$ cat src/rtl/ov_fifo_frame_reader.sv
// rtl/ov_fifo_frame_reader.sv - OV7670 + AL422 FIFO single-frame capture and pixel readout controller
// Gates one VSYNC-bounded frame into the FIFO, then reads it back as 16-bit pixels on a valid/ready stream.
module ov_fifo_frame_reader #(
    parameter int H_ACTIVE       = 320,
    parameter int V_ACTIVE       = 240,
    parameter int RCLK_HALF      = 2,
    parameter int RRST_CLKS      = 2,
    parameter int BYTE_ORDER     = 0,
    parameter int VS_ACTIVE_HIGH = 1,
    parameter int CNT_W          = 18
) (
    input  logic        CLK,
    input  logic        RST,
    input  logic        INIT_DONE,
    input  logic        START,
    input  logic        CONTINUOUS,
    input  logic        ABORT,
    input  logic        OV_VS,
    input  logic [7:0]  OV_DATA,
    output logic        OV_WREN,
    output logic        OV_WRST,
    output logic        OV_RCLK,
    output logic        OV_RRST,
    output logic [15:0] PIX_DATA,
    output logic        PIX_VALID,
    input  logic        PIX_READY,
    output logic        PIX_SOF,
    output logic        PIX_EOL,
    output logic        PIX_EOF,
    output logic        BUSY,
    output logic [15:0] FRAME_CNT
);

    localparam int PH_W = $clog2(2 * RCLK_HALF);
    localparam int RR_W = $clog2(RRST_CLKS + 1);
    localparam int X_W  = $clog2(H_ACTIVE + 1);
    localparam int Y_W  = $clog2(V_ACTIVE + 1);

    localparam logic [PH_W-1:0]  PH_LAST   = PH_W'(2 * RCLK_HALF - 1);
    localparam logic [PH_W-1:0]  PH_HALF   = PH_W'(RCLK_HALF);
    localparam logic [RR_W-1:0]  RR_LAST   = RR_W'(RRST_CLKS - 1);
    localparam logic [CNT_W-1:0] LAST_BYTE = CNT_W'(2 * H_ACTIVE * V_ACTIVE - 1);
    localparam logic [X_W-1:0]   X_LAST    = X_W'(H_ACTIVE - 1);
    localparam logic [Y_W-1:0]   Y_LAST    = Y_W'(V_ACTIVE - 1);

    typedef enum logic [2:0] {
        S_IDLE,
        S_ARM,
        S_WRST,
        S_WRITE,
        S_RRST,
        S_READ,
        S_DONE
    } state_t;

    state_t state, state_n;

    logic            vs_s1, vs_s2, vs_s3, vs_edge;
    logic            wrst_cnt;
    logic [PH_W-1:0] ph;
    logic [RR_W-1:0] rrst_cnt;
    logic [CNT_W-1:0] byte_cnt;
    logic            bytes_done;
    logic [7:0]      hold_byte;
    logic [X_W-1:0]  x_cnt;
    logic [Y_W-1:0]  y_cnt;

    logic rclk_run, period_end, park, sample, xfer, eof_xfer, last_rrst;

    // Two-flop synchroniser; the edge pulse is registered so pin-to-pulse latency is 3 CLK.
    always_ff @(posedge CLK) begin
        if (RST) begin
            vs_s1   <= 1'b0;
            vs_s2   <= 1'b0;
            vs_s3   <= 1'b0;
            vs_edge <= 1'b0;
        end else begin
            vs_s1   <= OV_VS;
            vs_s2   <= vs_s1;
            vs_s3   <= vs_s2;
            vs_edge <= (VS_ACTIVE_HIGH != 0) ? (vs_s2 & ~vs_s3) : (~vs_s2 & vs_s3);
        end
    end

    // RCLK period: low half (ph < RCLK_HALF) then high half; the byte is taken at the last high CLK.
    assign xfer       = PIX_VALID && PIX_READY;
    assign eof_xfer   = xfer && PIX_EOF;
    assign period_end = (ph == PH_LAST);
    assign rclk_run   = (state == S_RRST) || ((state == S_READ) && !bytes_done);
    assign park       = (state == S_READ) && period_end && byte_cnt[0] && PIX_VALID && !PIX_READY;
    assign sample     = (state == S_READ) && !bytes_done && period_end && !park;
    assign last_rrst  = (state == S_RRST) && period_end && (rrst_cnt == RR_LAST);

    always_ff @(posedge CLK) begin
        if (RST) begin
            state <= S_IDLE;
        end else begin
            state <= state_n;
        end
    end

    always_comb begin
        state_n = state;
        if (ABORT) begin
            state_n = S_IDLE;
        end else begin
            case (state)
                S_IDLE:  if (START && INIT_DONE) state_n = S_ARM;
                S_ARM:   if (vs_edge) state_n = S_WRST;
                S_WRST:  if (wrst_cnt) state_n = S_WRITE;
                S_WRITE: if (vs_edge) state_n = S_RRST;
                S_RRST:  if (last_rrst) state_n = S_READ;
                S_READ:  if (eof_xfer) state_n = S_DONE;
                S_DONE:  state_n = CONTINUOUS ? S_ARM : S_IDLE;
                default: state_n = S_IDLE;
            endcase
        end
    end

    assign OV_WREN = (state == S_WRITE);
    assign OV_WRST = (state != S_WRST);
    assign OV_RRST = (state != S_RRST);
    assign OV_RCLK = !(rclk_run && (ph < PH_HALF));
    assign BUSY    = (state != S_IDLE);

    always_ff @(posedge CLK) begin
        if (RST) begin
            wrst_cnt   <= 1'b0;
            ph         <= '0;
            rrst_cnt   <= '0;
            byte_cnt   <= '0;
            bytes_done <= 1'b0;
            hold_byte  <= '0;
            x_cnt      <= '0;
            y_cnt      <= '0;
            PIX_DATA   <= '0;
            PIX_VALID  <= 1'b0;
            PIX_SOF    <= 1'b0;
            PIX_EOL    <= 1'b0;
            PIX_EOF    <= 1'b0;
            FRAME_CNT  <= '0;
        end else begin
            wrst_cnt <= (state == S_WRST) ? ~wrst_cnt : 1'b0;

            if (!rclk_run) begin
                ph <= '0;
            end else if (!park) begin
                ph <= period_end ? '0 : ph + PH_W'(1);
            end

            if (state != S_RRST) begin
                rrst_cnt <= '0;
            end else if (period_end) begin
                rrst_cnt <= rrst_cnt + RR_W'(1);
            end

            if (state == S_RRST) begin
                byte_cnt   <= '0;
                bytes_done <= 1'b0;
                x_cnt      <= '0;
                y_cnt      <= '0;
            end else if (sample) begin
                byte_cnt <= byte_cnt + CNT_W'(1);
                if (byte_cnt == LAST_BYTE) begin
                    bytes_done <= 1'b1;
                end
                if (!byte_cnt[0]) begin
                    hold_byte <= OV_DATA;
                end else if (x_cnt == X_LAST) begin
                    x_cnt <= '0;
                    y_cnt <= (y_cnt == Y_LAST) ? '0 : y_cnt + Y_W'(1);
                end else begin
                    x_cnt <= x_cnt + X_W'(1);
                end
            end

            // A new pixel may load in the same cycle the previous one drains.
            if (ABORT) begin
                PIX_VALID <= 1'b0;
                PIX_SOF   <= 1'b0;
                PIX_EOL   <= 1'b0;
                PIX_EOF   <= 1'b0;
            end else if (sample && byte_cnt[0]) begin
                PIX_VALID <= 1'b1;
                PIX_DATA  <= (BYTE_ORDER != 0) ? {OV_DATA, hold_byte} : {hold_byte, OV_DATA};
                PIX_SOF   <= (byte_cnt == CNT_W'(1));
                PIX_EOL   <= (x_cnt == X_LAST);
                PIX_EOF   <= (x_cnt == X_LAST) && (y_cnt == Y_LAST);
            end else if (xfer) begin
                PIX_VALID <= 1'b0;
                PIX_SOF   <= 1'b0;
                PIX_EOL   <= 1'b0;
                PIX_EOF   <= 1'b0;
            end

            if ((state == S_READ) && eof_xfer && !ABORT) begin
                FRAME_CNT <= FRAME_CNT + 16'd1;
            end
        end
    end

endmodule

$ cat config.mk
export PLATFORM = sky130hd
export DESIGN_NAME = ov_fifo_frame_reader
export DESIGN_NICKNAME = d
export VERILOG_FILES = /design/src/rtl/ov_fifo_frame_reader.sv
export SDC_FILE = /design/constraint.sdc
export NUM_CORES = 1
export LEC_CHECK = 0
export ABC_CLOCK_PERIOD_IN_PS = 2200
export BUFFER_PORTS_ARGS = -buffer_cell sky130_fd_sc_hd__buf_2
export CAP_MARGIN = 20
export CELL_PAD_IN_SITES_DETAIL_PLACEMENT = 1
export CELL_PAD_IN_SITES_GLOBAL_PLACEMENT = 2
export CORE_AREA = 2 2 122 124
export CTS_CLUSTER_SIZE = 16
export DETAILED_ROUTE_END_ITERATION = 10
export DIE_AREA = 0 0 124 126
export PLACE_DENSITY_LB_ADDON = 0.1
export SLEW_MARGIN = 15
export SYNTH_ARGS = -nofsm -noshare
export SYNTH_HDL_FRONTEND = slang
export SYNTH_SLANG_ARGS = --single-unit
$ cat constraint.sdc
create_clock -name CLK -period 2.2 [get_ports CLK]
set_input_delay 0.11 -clock CLK [delete_from_list [all_inputs] [get_ports CLK]]
set_output_delay 0.11 -clock CLK [all_outputs]
set_load 0.01 [all_outputs]
After elaboration in Yosys (flattened, before gate mapping):

Index checks and enable logic that the tools add are counted.
W data, S select, Z words.

* bits of input ports: 16
* output and inout port bits: 41
* register bits after elaboration: 92

* reductions and logical operators: 37
* bitwise logic cells: 8
* magnitude comparators: 1
* mux-type cells: 16
* equal/unequal tests: 20
* $add $sub $neg: 6

Operators with widths (count)
* $pmux W3 S7: 1
* $add A18 B1 Y18 const B: 1
* $eq A18 B1 Y1 const B: 1
* $eq A18 B18 Y1 const B: 1
* $mux W3: 6
* $logic_and A1 B1 Y1: 17
* $add A16 B1 Y16 const B: 1
* $ne A2 B2 Y1 const B: 5
* $reduce_or A2 Y1: 5
* $add A9 B1 Y9 const B: 1
* $eq A3 B3 Y1 const B: 3
* $eq A9 B9 Y1 const B: 1
* $mux W9: 1
* $add A8 B1 Y8 const B: 1
* $eq A8 B8 Y1 const B: 1
* $mux W8: 1
* $not A1 Y1: 7
* $eq A3 B2 Y1 const B: 2
* $mux W1: 6
* $reduce_and A2 Y1: 3
* $reduce_and A3 Y1: 2
* $reduce_and A6 Y1: 1
* $logic_not A1 Y1: 5
* $add A2 B1 Y2 const B: 2
* 13 further kinds: 13

Longest topological paths before layout:

* depth after elaboration: 9
* gate-level depth with buffers: 7
* gate-level depth less buffers: 6

Least setup slack after synthesis:

Ideal clock, no wire load.

* path type: register to register
* start point: register ph[0]
* end point: register y_cnt[7]
* arrival: 1894 ps
* path slack: 214 ps
* data required time: 2108 ps
* cell stages (with the launch flop): 7
* library setup time: 92 ps
* path through: dfxtp_1 > ha_1 > buf_4 > nand2b_4 > or4_4 > or4_4 > o32ai_1

* longest elaborated chain between the ends: 8
* elaborated cells on any way between the ends: 9
* those cells by class: eq/ne (1); reduce/logical (8)

Ends and longest elaborated chain
* start: declaration: line 60 `logic [PH_W-1:0] ph;`
* start signal: assignment: line 148 `ph <= period_end ? '0 : ph + PH_W'(1);`
* $eq A2 B2 Y1 *: line 88 `assign period_end = (ph == PH_LAST);`
* $logic_and A1 B1 Y1 (4 in series): line 90 `assign park = (state == S_READ) && period_end && byte_cnt[0] && PIX_VALID && !PIX_READY;`
* $logic_not A1 Y1
* $logic_and A1 B1 Y1 *: line 91 `assign sample = (state == S_READ) && !bytes_done && period_end && !park;`
* $reduce_and A3 Y1 (no source line) *
* end signal: assignment: line 171 `y_cnt <= (y_cnt == Y_LAST) ? '0 : y_cnt + Y_W'(1);`
* end: declaration: line 66 `logic [Y_W-1:0] y_cnt;`

Every way passes the cells marked *; elsewhere a longest branch is shown, timed or not.
A chain may end at the register's enable or synchronous reset.

Worst setup path after layout:

* start point: register ph[1]
* end point: register x_cnt[8]

* longest elaborated chain between the ends: 8
* elaborated cells on any way between the ends: 9
* those cells by class: eq/ne (1); reduce/logical (8)

Ends and longest elaborated chain
* $eq A2 B2 Y1 *: line 88
* $logic_and A1 B1 Y1 (4 in series): line 90
* $logic_not A1 Y1
* $logic_and A1 B1 Y1 *: line 91
* $reduce_and A2 Y1 (no source line) *
* end signal: assignment: line 173 `x_cnt <= x_cnt + X_W'(1);`
* end: declaration: line 65 `logic [X_W-1:0] x_cnt;`

Marks and branches as above.

==> impl_metrics.env <==
export IMPL_cts_root_buffer="clkbuf_16"
export IMPL_port_buffers=56
export IMPL_yosys_warnings=0
export IMPL_std_cell_rows=44
export IMPL_die_y_um=126
export IMPL_cts_made_buffers=9
export IMPL_slew_viol_final=0
export IMPL_critPathCaptureType="flop"
export IMPL_p_per_area_nw_per_um2=643
export IMPL_relSlewSlack_pct=70.9
export IMPL_num_vias=3869
export IMPL_synth_area_leaders="dfxtp_1 44%, a21oi_1 6.8%, nand2_1 5.8%, o21ai_0 3.1%, nand4_1 2.7%"
export IMPL_ys_ff_latch=92
export IMPL_h_tree_depth=3
export IMPL_skew_ns=0.00777
export IMPL_hp_class="in2reg"
export IMPL_globalplace_congestion=0.759
export IMPL_clkTransAtPathRegs_ns=0.07
export IMPL_postLayoutSetupSlackWorst_ns=0.159
export IMPL_detailed_place_hpwl_um=8130
export IMPL_arrival_ns=2.33
export IMPL_grt_usage_pct=15.6
export IMPL_antenna_found_initial=0
export IMPL_start_util_pct=29.3
export IMPL_async_flop_share_pct=0
export IMPL_synth_area_per_cell_sq_um=8.52
export IMPL_drt_iter0_drc=109
export IMPL_finalCriticalPeriod_ns=2.04
export IMPL_fin_nets=581
export IMPL_finish_utilization_pct=35.5
export IMPL_clockBufferDepth=2
export IMPL_crit_path_start_kind="flop"
export IMPL_fin_crit_sh_pct=92.8
export IMPL_drv_cap=0
export IMPL_via_per_inst=5.18
export IMPL_synth_edf_count=0
export IMPL_drt_total_wl_um=11500
export IMPL_wl_per_cell_um=15.4
export IMPL_finalSetupViolCount=0
export IMPL_grt_remaining_overflow=0
export IMPL_grt_pass1_vias=3855
export IMPL_worst_slew_pin_slew_ns=0.436
export IMPL_finalHoldViolCount=0
export IMPL_die_area_sq_um=15600
export IMPL_ant_nets=0
export IMPL_ir_drop_mv=0.371
export IMPL_firstDrtPassIters=4
export IMPL_cts_tree="done"
export IMPL_synth_area_sq_um=4190
export IMPL_areaGrowthSynthToFinish_pct=21.2
export IMPL_yosysTopAreaCellShare_pct=43.9
export IMPL_drive_above_1_share_pct=19.5
export IMPL_status="complete, no violations"
export IMPL_coreArea_sq_um=14300
export IMPL_grt_pass1_wl_um=19400
export IMPL_cts_sinks=92
export IMPL_synth_main_ff_cell="dfxtp_1"
export IMPL_synth_seq_area_share_pct=43.9
export IMPL_ys_types=53
export IMPL_num_antenna_cells=0
export IMPL_clock_fmax_ghz=0.490
export IMPL_post_place_ws_ns=0.0820
export IMPL_fillers=1745
export IMPL_synth_fp_nets=515
export IMPL_synth_top_area_cell="dfxtp_1"
export IMPL_tns_ns=0
export IMPL_clk_latency_ns=0.35
export IMPL_crit_type="reg2reg"
export IMPL_route_detailed_drc=0
export IMPL_cp_max_fo=14
export IMPL_io_pins=57
export IMPL_rsz0062_at_grt="no"
export IMPL_grt_max_degree=36
export IMPL_required_ns=2.49
export IMPL_p_leak_nw=1.76
export IMPL_syn_inst=492
export IMPL_die_w_um=124
final timing paths:
check	start	end	slack, ns	depth (start not counted)
setup reg to reg	ph[1]	x_cnt[8]	0.16	6
hold / removal	OV_DATA[3]	PIX_DATA[3]	0.01	3
setup / recovery	ph[1]	x_cnt[8]	0.16	6
hold reg to reg	vs_s3	vs_edge	0.39	1
cells in the mapped netlist, types with 5 or more instances:
cell	count
a21oi_1	57
and2_1	5
and3_1	5
and4_1	6
buf_2	6
clkbuf_1	17
dfxtp_1	92
ha_1	7
inv_1	8
mux2i_1	10
nand2_1	65
nand3_1	20
nand3b_1	6
nand4_1	18
nor2_1	26
nor2b_1	7
nor3_1	6
o21ai_0	26
o31ai_1	13
or3_1	18
or4_1	13
xor2_1	6
timing repair:
action                                  in CTS  in global routing
hold buffers                                 3                  0
setup buffers                                0                  3
resized for setup                            0                  6
endpoints found under the setup margin       0                  5
hold endpoints to repair                     3                  0
power breakdown:
part / total, W / switching (W) / internal, W / leakage [nW]
registers: 0.00167 / 0.00000311 / 0.00167 / 0.742
clock network: 0.00152 / 0.000715 / 0.000808 / 0.139
logic: 0.0000717 / 0.0000454 / 0.0000264 / 0.877
total: 0.00326 / 0.000763 / 0.00250 / 1.76
cell type report:
class                   count  area [sq um]  area share (%)
clock buffers              10           239            4.70
flip-flops and latches     92          1840            36.3
inverters                   8          30.0           0.591
multi-input cells         366          2220            43.6
well taps                 184           230            4.53
repair buffers             81           475            9.36
clock inverters             6          47.5           0.936
layer usage:
metal | track usage (%) | up-vias | part of all wire, %
met5 | 0 | - | 0
met4 | 6.35 | 0 | 1.8
met3 | 3.03 | 13 | 3.0
met2 | 24.8 | 46 | 46
met1 | 20.8 | 1875 | 50
li1 | - | 1935 | -
layout by cell type, fill, tap and decap left out, drive strengths merged, types with 2 or more instances in the layout:
cell	synthesis	routed
clkbuf	17	10
a211oi	4	4
a21oi	57	57
and2	5	5
dfxtp	92	92
nor2b	7	7
and3b	3	3
nor3	7	7
and4	6	6
or4	15	15
o31ai	13	13
or2	3	3
nand2b	3	3
mux2i	10	10
nand4b	4	4
or3	18	18
xor2	6	6
nand4	18	18
and4b	2	2
inv	8	10
nor3b	2	2
nor2	26	26
buf	9	78
nor4	5	5
nand3	20	20
and3	5	5
nand2	65	65
o21a	2	2
o211ai	2	2
o311ai	2	2
clkinv	0	3
ha	7	7
o21ai	26	26
xnor2	4	4
dlygate4sd3	0	3
nand3b	6	6
through the flow:
step / instance area [sq um] / instances / hold WS (ns) / power [W]
after floorplan: 4190 / 492 / 0.238 / 0.00174
after global placement: 4730 / 725 / 0.323 / 0.00178
after detailed placement: 4730 / 725 / 0.325 / 0.00178
after CTS: 5050 / 744 / 0.000979 / 0.00333
after global routing: 5080 / 747 / 0.0168 / 0.00340
final: 5080 / 747 / 0.0102 / 0.00326
worst max-delay path, stage by stage (launching register included):
cell and delay (ns):
dfxtp_1 0.36, ha_2 0.25, nand2b_4 0.08, or4_4 0.52, buf_4 0.20, or4_1 0.47
nand3b_1 0.09
state kept, by name (all words and copies together), names as in the netlist, 3 cells and up:
name       cells
byte_cnt      18
FRAME_CNT     16
PIX_DATA      16
x_cnt          9
hold_byte      8
y_cnt          8
state          3
cell families after synthesis:
| group | synth area share (%) |
|---|---|
| mux | 2.66 |
| simple gates | 29.9 |
| xor+xnor | 2.09 |
| flops | 43.9 |
| fa+ha+maj | 2.09 |
| buf+inv | 3.40 |
| compound gates | 15.9 |
No activity file was read; power rests on OpenSTA's default activity.
